**src/rtl/serial_sub_pkg.sv**
```systemverilog
// ----------------------------------------------------------------------------
// serial_sub_pkg
// Shared types for the bit-serial subtractor: the control FSM state type and
// its encoding constants.
// ----------------------------------------------------------------------------
package serial_sub_pkg;

    localparam logic [1:0] ST_IDLE_ENC  = 2'd0;
    localparam logic [1:0] ST_SHIFT_ENC = 2'd1;
    localparam logic [1:0] ST_DONE_ENC  = 2'd2;

    typedef enum logic [1:0] {
        IDLE  = ST_IDLE_ENC,
        SHIFT = ST_SHIFT_ENC,
        DONE  = ST_DONE_ENC
    } state_t;

endpackage

```
**src/rtl/full_subtractor.sv**
```systemverilog
// ----------------------------------------------------------------------------
// full_subtractor
// Single-bit combinational full subtractor computing x - y - bin.
// Ports:
//   x    : minuend bit
//   y    : subtrahend bit
//   bin  : borrow in
//   d    : difference bit
//   bout : borrow out
// ----------------------------------------------------------------------------
module full_subtractor (
    input  logic x,
    input  logic y,
    input  logic bin,
    output logic d,
    output logic bout
);

    logic w_xy;

    assign w_xy = x ^ y;
    assign d    = w_xy ^ bin;
    // Borrow when x=0,y=1, or when x==y and a borrow is pending.
    assign bout = (~x & y) | (~w_xy & bin);

endmodule

```
**src/rtl/serial_subtractor.sv**
```systemverilog
// ----------------------------------------------------------------------------
// serial_subtractor
// Bit-serial WIDTH-bit subtractor: diff = a - b, processed LSB first, one bit
// per clock through one full_subtractor cell and a registered borrow.
// A start/done handshake controls it; start is only accepted in IDLE or DONE.
// Optional feature macro: SERIAL_SUB_OVF_EN adds the signed-overflow port ovf.
// Ports:
//   clk    : rising-edge clock
//   rst    : synchronous active-high reset
//   start  : operation request (ignored while busy)
//   a, b   : operands, captured when start is accepted
//   busy   : high while bits are being processed
//   done   : one-cycle pulse, result outputs valid
//   diff   : (a - b) mod 2^WIDTH, held until the next result
//   borrow : final borrow out (a < b unsigned)
//   ovf    : signed overflow (SERIAL_SUB_OVF_EN only)
// ----------------------------------------------------------------------------
module serial_subtractor
    import serial_sub_pkg::*;
#(
    parameter int WIDTH = 8
) (
    input  logic             clk,
    input  logic             rst,
    input  logic             start,
    input  logic [WIDTH-1:0] a,
    input  logic [WIDTH-1:0] b,
    output logic             busy,
    output logic             done,
    output logic [WIDTH-1:0] diff,
`ifdef SERIAL_SUB_OVF_EN
    output logic             borrow,
    output logic             ovf
`else
    output logic             borrow
`endif
);

    localparam int CW = $clog2(WIDTH);

    state_t           r_state;
    state_t           w_next;
    logic             w_load;
    logic             w_last;

    logic [WIDTH-1:0] r_a_sr;
    logic [WIDTH-1:0] r_b_sr;
    // Holds the first WIDTH-1 result bits; the final bit is merged in
    // directly when the output register is loaded.
    logic [WIDTH-2:0] r_diff_sr;
    logic [WIDTH-1:0] w_shift;
    logic             r_bin;
    logic [CW-1:0]    r_cnt;

    logic [WIDTH-1:0] r_diff;
    logic             r_borrow;

    logic             w_d;
    logic             w_bout;

    full_subtractor u_cell (
        .x    (r_a_sr[0]),
        .y    (r_b_sr[0]),
        .bin  (r_bin),
        .d    (w_d),
        .bout (w_bout)
    );

    assign w_last  = (r_cnt == CW'(WIDTH - 1));
    assign w_shift = {w_d, r_diff_sr};

    // ---------------- FSM ----------------
    always_ff @(posedge clk) begin
        if (rst) r_state <= IDLE;
        else     r_state <= w_next;
    end

    always_comb begin
        w_next = r_state;
        w_load = 1'b0;
        case (r_state)
            IDLE: begin
                if (start) begin
                    w_load = 1'b1;
                    w_next = SHIFT;
                end
            end
            SHIFT: begin
                if (w_last) w_next = DONE;
            end
            DONE: begin
                if (start) begin
                    w_load = 1'b1;
                    w_next = SHIFT;
                end else begin
                    w_next = IDLE;
                end
            end
            default: w_next = IDLE;
        endcase
    end

    // ---------------- Datapath ----------------
    always_ff @(posedge clk) begin
        if (rst) begin
            r_a_sr    <= '0;
            r_b_sr    <= '0;
            r_diff_sr <= '0;
            r_bin     <= 1'b0;
            r_cnt     <= '0;
            r_diff    <= '0;
            r_borrow  <= 1'b0;
        end else if (w_load) begin
            r_a_sr <= a;
            r_b_sr <= b;
            r_bin  <= 1'b0;
            r_cnt  <= '0;
        end else if (r_state == SHIFT) begin
            r_a_sr    <= r_a_sr >> 1;
            r_b_sr    <= r_b_sr >> 1;
            r_diff_sr <= w_shift[WIDTH-1:1];
            r_bin     <= w_bout;
            // Counter stops at WIDTH-1; only a reload clears it.
            if (!w_last) r_cnt <= r_cnt + 1'b1;
            if (w_last) begin
                r_diff   <= w_shift;
                r_borrow <= w_bout;
            end
        end
    end

`ifdef SERIAL_SUB_OVF_EN
    logic r_a_msb;
    logic r_b_msb;
    logic r_ovf;

    always_ff @(posedge clk) begin
        if (rst) begin
            r_a_msb <= 1'b0;
            r_b_msb <= 1'b0;
            r_ovf   <= 1'b0;
        end else if (w_load) begin
            r_a_msb <= a[WIDTH-1];
            r_b_msb <= b[WIDTH-1];
        end else if (r_state == SHIFT && w_last) begin
            // Final bit processed here is the result MSB.
            r_ovf <= (r_a_msb != r_b_msb) && (w_d != r_a_msb);
        end
    end

    assign ovf = r_ovf;
`endif

    assign busy   = (r_state == SHIFT);
    assign done   = (r_state == DONE);
    assign diff   = r_diff;
    assign borrow = r_borrow;

endmodule

```
**config.mk**
```make
export PLATFORM = sky130hd
export DESIGN_NAME = serial_subtractor
export DESIGN_NICKNAME = d
export VERILOG_FILES = /design/src/rtl/serial_sub_pkg.sv /design/src/rtl/full_subtractor.sv /design/src/rtl/serial_subtractor.sv
export SDC_FILE = /design/constraint.sdc
export NUM_CORES = 1
export LEC_CHECK = 0
export CORE_AREA = 3 3 64 66
export CTS_CLUSTER_SIZE = 20
export DETAILED_ROUTE_END_ITERATION = 10
export DIE_AREA = 0 0 67 69
export DONT_BUFFER_PORTS = 1
export GPL_TIMING_DRIVEN = 0
export RECOVER_POWER = 50
export SYNTH_ARGS = -nofsm -noshare
export SYNTH_HDL_FRONTEND = slang
export SYNTH_SLANG_ARGS = --single-unit
```
**constraint.sdc**
```tcl
create_clock -name clk -period 1.5 [get_ports clk]
set_input_delay 0.15 -clock clk [delete_from_list [all_inputs] [get_ports clk]]
set_output_delay 0.15 -clock clk [all_outputs]
set_load 0.005 [all_outputs]
```
Yosys cells after proc, flatten, opt, wreduce, memory -nomap -nowiden
Index checks and enable logic that the tools add are counted.
{"block": "totals", "regBits": 38, "out_inout_bits": 11}
{"block": "op_classes", "addsub": 1, "eq_ne": 5, "muxes": 10, "bitwise": 9, "reduce_logical": 8}
{"operator": "$mux 8", "count": 4}
{"operator": "$pmux 2 s3", "count": 1}
{"operator": "$reduce_and 2->1", "count": 3}
{"operator": "$mux 2", "count": 2}
{"operator": "$not 1->1", "count": 4}
{"operator": "$reduce_or 2->1", "count": 2}
{"operator": "$add 3x1->3 const B", "count": 1}
{"operator": "$eq 3x3->1 const B", "count": 1}
{"operator": "$mux 1", "count": 3}
{"operator": "$reduce_and 3->1", "count": 1}
{"operator": "$and 1x1->1", "count": 2}
{"operator": "$eq 2x1->1 const B", "count": 1}
{"operator": "$eq 2x2->1 const B", "count": 1}
{"operator": "$logic_not 2->1", "count": 1}
{"operator": "$ne 2x1->1 const B", "count": 1}
{"operator": "$ne 2x2->1 const B", "count": 1}
{"operator": "$reduce_bool 2->1", "count": 1}
{"operator": "$xor 1x1->1", "count": 2}
{"operator": "$or 1x1->1", "count": 1}

Depth between registers and ports, before layout
{"block": "depth", "word_depth": 5, "ltp_mapped": 5, "depth_no_buf": 5}

Hierarchy
From an unflattened synthesis, not the netlist that was laid out.
{"block": "unflattened", "cells_unflattened": 183, "area_unflattened_um2": 1651.6}
{"mod": "serial_subtractor", "instances": 1, "cells_per_inst": 179, "area_each_um2": 1620.3}
{"mod": "full_subtractor", "instances": 1, "cells_per_inst": 4, "area_each_um2": 31.3}

Worst setup path after synthesis
OpenSTA, ideal clock, no wires.
{"block": "synth_timing", "path_type": "register to register", "from": "register r_cnt[0]", "to": "register r_cnt[1]", "setup_ns": 0.134, "arrival_time_ns": 1.253, "path_slack_ns": 0.113, "stages_incl_launch_ff": 6, "period_less_slack_ns": 1.387, "path_cell_list": "dfxtp_1 > ha_1 > ha_1 > nor3b_4 > mux2i_1 > nor3_2"}
{"block": "synth_via", "elab_chain_cells": 3, "elab_cells_between_ends": 4, "classes_between": "add/sub (1); eq/ne (1); bitwise (1); reduce/logical (1)"}
{"element": "from (decl)", "line_no": "serial_subtractor.sv:53", "rtl": "logic [CW-1:0] r_cnt;"}
{"element": "from (signal assigned)", "line_no": "serial_subtractor.sv:124", "rtl": "if (!w_last) r_cnt <= r_cnt + 1'b1;"}
{"element": "branches (longest 3 deep; another with $add 3x1->3)"}
Parallel ways; which one is timed is not known.
A chain may end at the register's enable or synchronous reset.

Final worst setup path
Ends and elaborated chain as after synthesis.

==> run_results.csv <==
group,metric,value,unit
floorplan,rows,22,
worst_setup_path,rr_worst_depth,5,
route,avgRoutedWirePerCell,14.91,um
worst_setup_path,critical_path_required,1660,ps
worst_setup_path,critical_path_buf_inv_count,0,
clock_tree,clk_pin_slew,70,ps
power,p_leak,0.6089,nW
logic_synthesis,ys_seq_elements,38,
floorplan,ios,30,
route,via_per_inst,5.408,
placement,hpwl,2.450,mm
clock_tree,numCtsBuffers,5,
min_path,worstHoldStart,"a[6]",
floorplan,coreArea,3633,sq um
power,power_density,1159,nW/um^2
logic_synthesis,synth_area,1580,sq um
timing,finalHoldViolCount,0,
global_routing,antenna_found_initial,0,
global_routing,overflow,0,
logic_synthesis,synth_enable_flop_cells,0,
layout,finalNetCount,206,
route,ant_nets,0,
timing,tightest_slew,558.8,ps
timing,drv_slew,0,
timing,finalCriticalPeriod,1423,ps
layout,design_area,1774,sq um
floorplan,fp.dieH,69,um
clock_tree,cts_max_path_buffers,2,
floorplan,die_w,67,um
layout,multi_input_area,719.4,sq um
global_routing,grt_pass1_wl,5.823,mm
worst_setup_path,cp_max_fo,4,
route,wirelength,3.475,mm
worst_setup_path,rr_startpoint,"r_cnt[0]$_SDFFE_PP0P_",
layout,final_cell_mix,"dfxtp_1 (38), nand2_1 (31), a21oi_1 (21)",
floorplan,die_area,4623,sq um
power,ir_drop,0.4590,mV
timing,finalSetupViolCount,0,
placement,globalplace.congestion,0.7893,
floorplan,initial_core_util,43.49,%
layout,area_delta_synth_final,12.27,%
worst_setup_path,slowest_stage,"dfxtp_1",
layout,drive_gt1_share,18.38,%
clock_tree,h-tree-depth,2,
layout,fillCellCount,359,
worst_setup_path,timing.rr.end,"r_cnt[1]$_SDFFE_PP0P_",
placement,portBuffers,0,
worst_setup_path,rrSetupSlack,80,ps
timing,rsz0062_at_grt,"false",
worst_setup_path,path_class,"reg2reg",
route,drc,0,
worst_setup_path,crit_path_cell_trace,"ha_2, ha_4, nor3b_4, mux2i_1, nor3_2",
route,vias,1260,
global_routing,grt_pass1_vias,1278,
timing,skew,3.185,ps
worst_setup_path,critPathLaunchType,"flip-flop",
worst_setup_path,arrival,1580,ps
timing,period_share,94.87,%
logic_synthesis,synth_warnings,0,
clock_tree,worstSkewPairLatency,290,ps
timing,maxSlewHeadroom,62.74,%
layout,post-route-util,48.83,%
layout,diodes,0,
run,cap_violations,0,
timing,max_freq,702.7,MHz
layout,mostFrequentLayoutCell,"dfxtp_1",
clock_tree,cts_tree,"yes",
timing,whs,38.83,ps
logic_synthesis,synth.distinct_cells,28,
run_status,status,"finished, final reports clean",
layout,register_area,760.7,sq um
logic_synthesis,syn_inst,173,
power,total_power,2.055,mW
logic_synthesis,synth.avg_cell_area,9.134,sq um
route,dr.pass1.iters,4,
logic_synthesis,synth_ff_type,"dfxtp_1",
placement,dpl-instance-area,1640,sq um
min_path,hold_class,"in2reg",
worst_setup_path,cp_top_family,"adder cells",
clock_tree,clkSinkCount,38,
min_path,worstHoldEndpoint,"r_a_sr[6]$_SDFFE_PP0P_",
logic_synthesis,synth_nets,195,
worst_setup_path,slowest_delay,330,ps
clock_tree,clock-root-buffer,"clkbuf_8",
logic_synthesis,ys_seq_area_share,48.14,%
global_routing,grt_max_degree,12,
worst_setup_path,end_kind,"flip-flop",
min_path,hold_path_depth,2,
global_routing,track_usage,16.24,%
route,drt_iter0_drc,59,
logic_synthesis,async_reset_ff_share,0,%
## registers in the layout, summed over array words and instances, names as in the netlist
register	flops
r_state	2
r_b_sr	8
r_a_sr	8
r_diff_sr	7
r_bin	1
borrow	1
diff	8
r_cnt	3
## routing by layer
metal / vias to the layer above / share of wire [%] / global-route usage [%] / wire length (um)
met2: 36 / 50 / 26.42 / 1727
met3: 4 / 7.0 / 6.515 / 242
met4: 0 / 0.89 / 5.405 / 31
li1: 626 / - / - / -
met5: - / 0 / 0 / 0
met1: 594 / 42 / 19.05 / 1474
## where the power goes
group | switching (mW) | internal (mW) | total (mW)
Clock | 0.352 | 0.371 | 0.723
Combinational | 0.146 | 0.103 | 0.249
Sequential | 0.0285 | 1.06 | 1.08
Total | 0.526 | 1.53 | 2.06
## cells in the mapped netlist, types with 2 or more instances
cell	number	area (sq um)
nand3_1	13	65.06
o22ai_1	6	37.54
a21oi_1	21	105.1
a22oi_1	4	30.03
ha_1	2	25.02
dfxtp_1	38	760.7
buf_4	3	22.52
mux2i_1	3	30.03
nor3_1	12	60.06
nor2b_1	2	12.51
clkbuf_1	4	15.01
a311oi_2	3	45.04
nor3_2	4	40.04
a311oi_1	2	17.52
buf_6	3	33.78
nand2_1	31	116.4
nor2_1	8	30.03
inv_1	2	7.510
buf_2	3	15.01
## cell type report
type | instances | share of cell area, %
inverter | 3 | 0.7757
timing repair buffer | 4 | 1.834
clock inverter | 1 | 0.2821
clock buffer | 7 | 4.866
tap | 48 | 3.385
multi-input combinational | 118 | 40.55
buffer | 14 | 5.430
sequential | 38 | 42.88
## kinds of logic after synthesis
group,Yosys count,synth area share [%]
compound gates,37,15.84
xor+xnor,1,0.5543
fa+ha+maj,3,2.850
buf+inv,17,7.284
flops,38,48.14
mux,3,1.900
simple gates,74,23.44
## what timing repair did
item / CTS / global route
gates resized for setup: 2 / 2
hold buffers: 1 / 0
buffers inserted: 0 / 3
endpoints found under the hold margin: 1 / 0
pin swaps: 1 / 1
endpoints found under the setup margin: 3 / 10
## worst register-to-register path: cells and delay by family, from the launching register on
| kind | cells | cell delay, ps |
|---|---|---|
| multiplexers | 1 | 260 |
| adder cells (fa/ha/maj) | 2 | 370 |
| flip-flops | 1 | 330 |
| AND/OR/NAND/NOR | 2 | 340 |
## worst max path at each step
stage | slack [ps] | from | endpoint | cells after the start
finish | 80 | r_cnt[0]$_SDFFE_PP0P_ | r_cnt[1]$_SDFFE_PP0P_ | 5
global route | 10 | r_cnt[0]$_SDFFE_PP0P_ | r_cnt[1]$_SDFFE_PP0P_ | 5
CTS | 7 | r_cnt[0]$_SDFFE_PP0P_ | r_cnt[1]$_SDFFE_PP0P_ | 5
detailed placement | -50 | r_cnt[0]$_SDFFE_PP0P_ | borrow$_SDFFE_PP0P_ | 5
global placement | -30 | r_cnt[0]$_SDFFE_PP0P_ | borrow$_SDFFE_PP0P_ | 5
floorplan | 110 | r_cnt[0]$_SDFFE_PP0P_ | r_cnt[1]$_SDFFE_PP0P_ | 5
## per-stage QoR
step / worst slack (ps) / setup TNS (ps) / cells
final: 76.91 / 0 / 233
after global routing: 14.54 / 0 / 233
after CTS: 6.787 / 0 / 230
after detailed placement: -50.76 / -60.19 / 221
after global placement: -31.40 / -31.40 / 221
after floorplan: 113.5 / 0 / 173
Power figures use the tool's default switching activity.
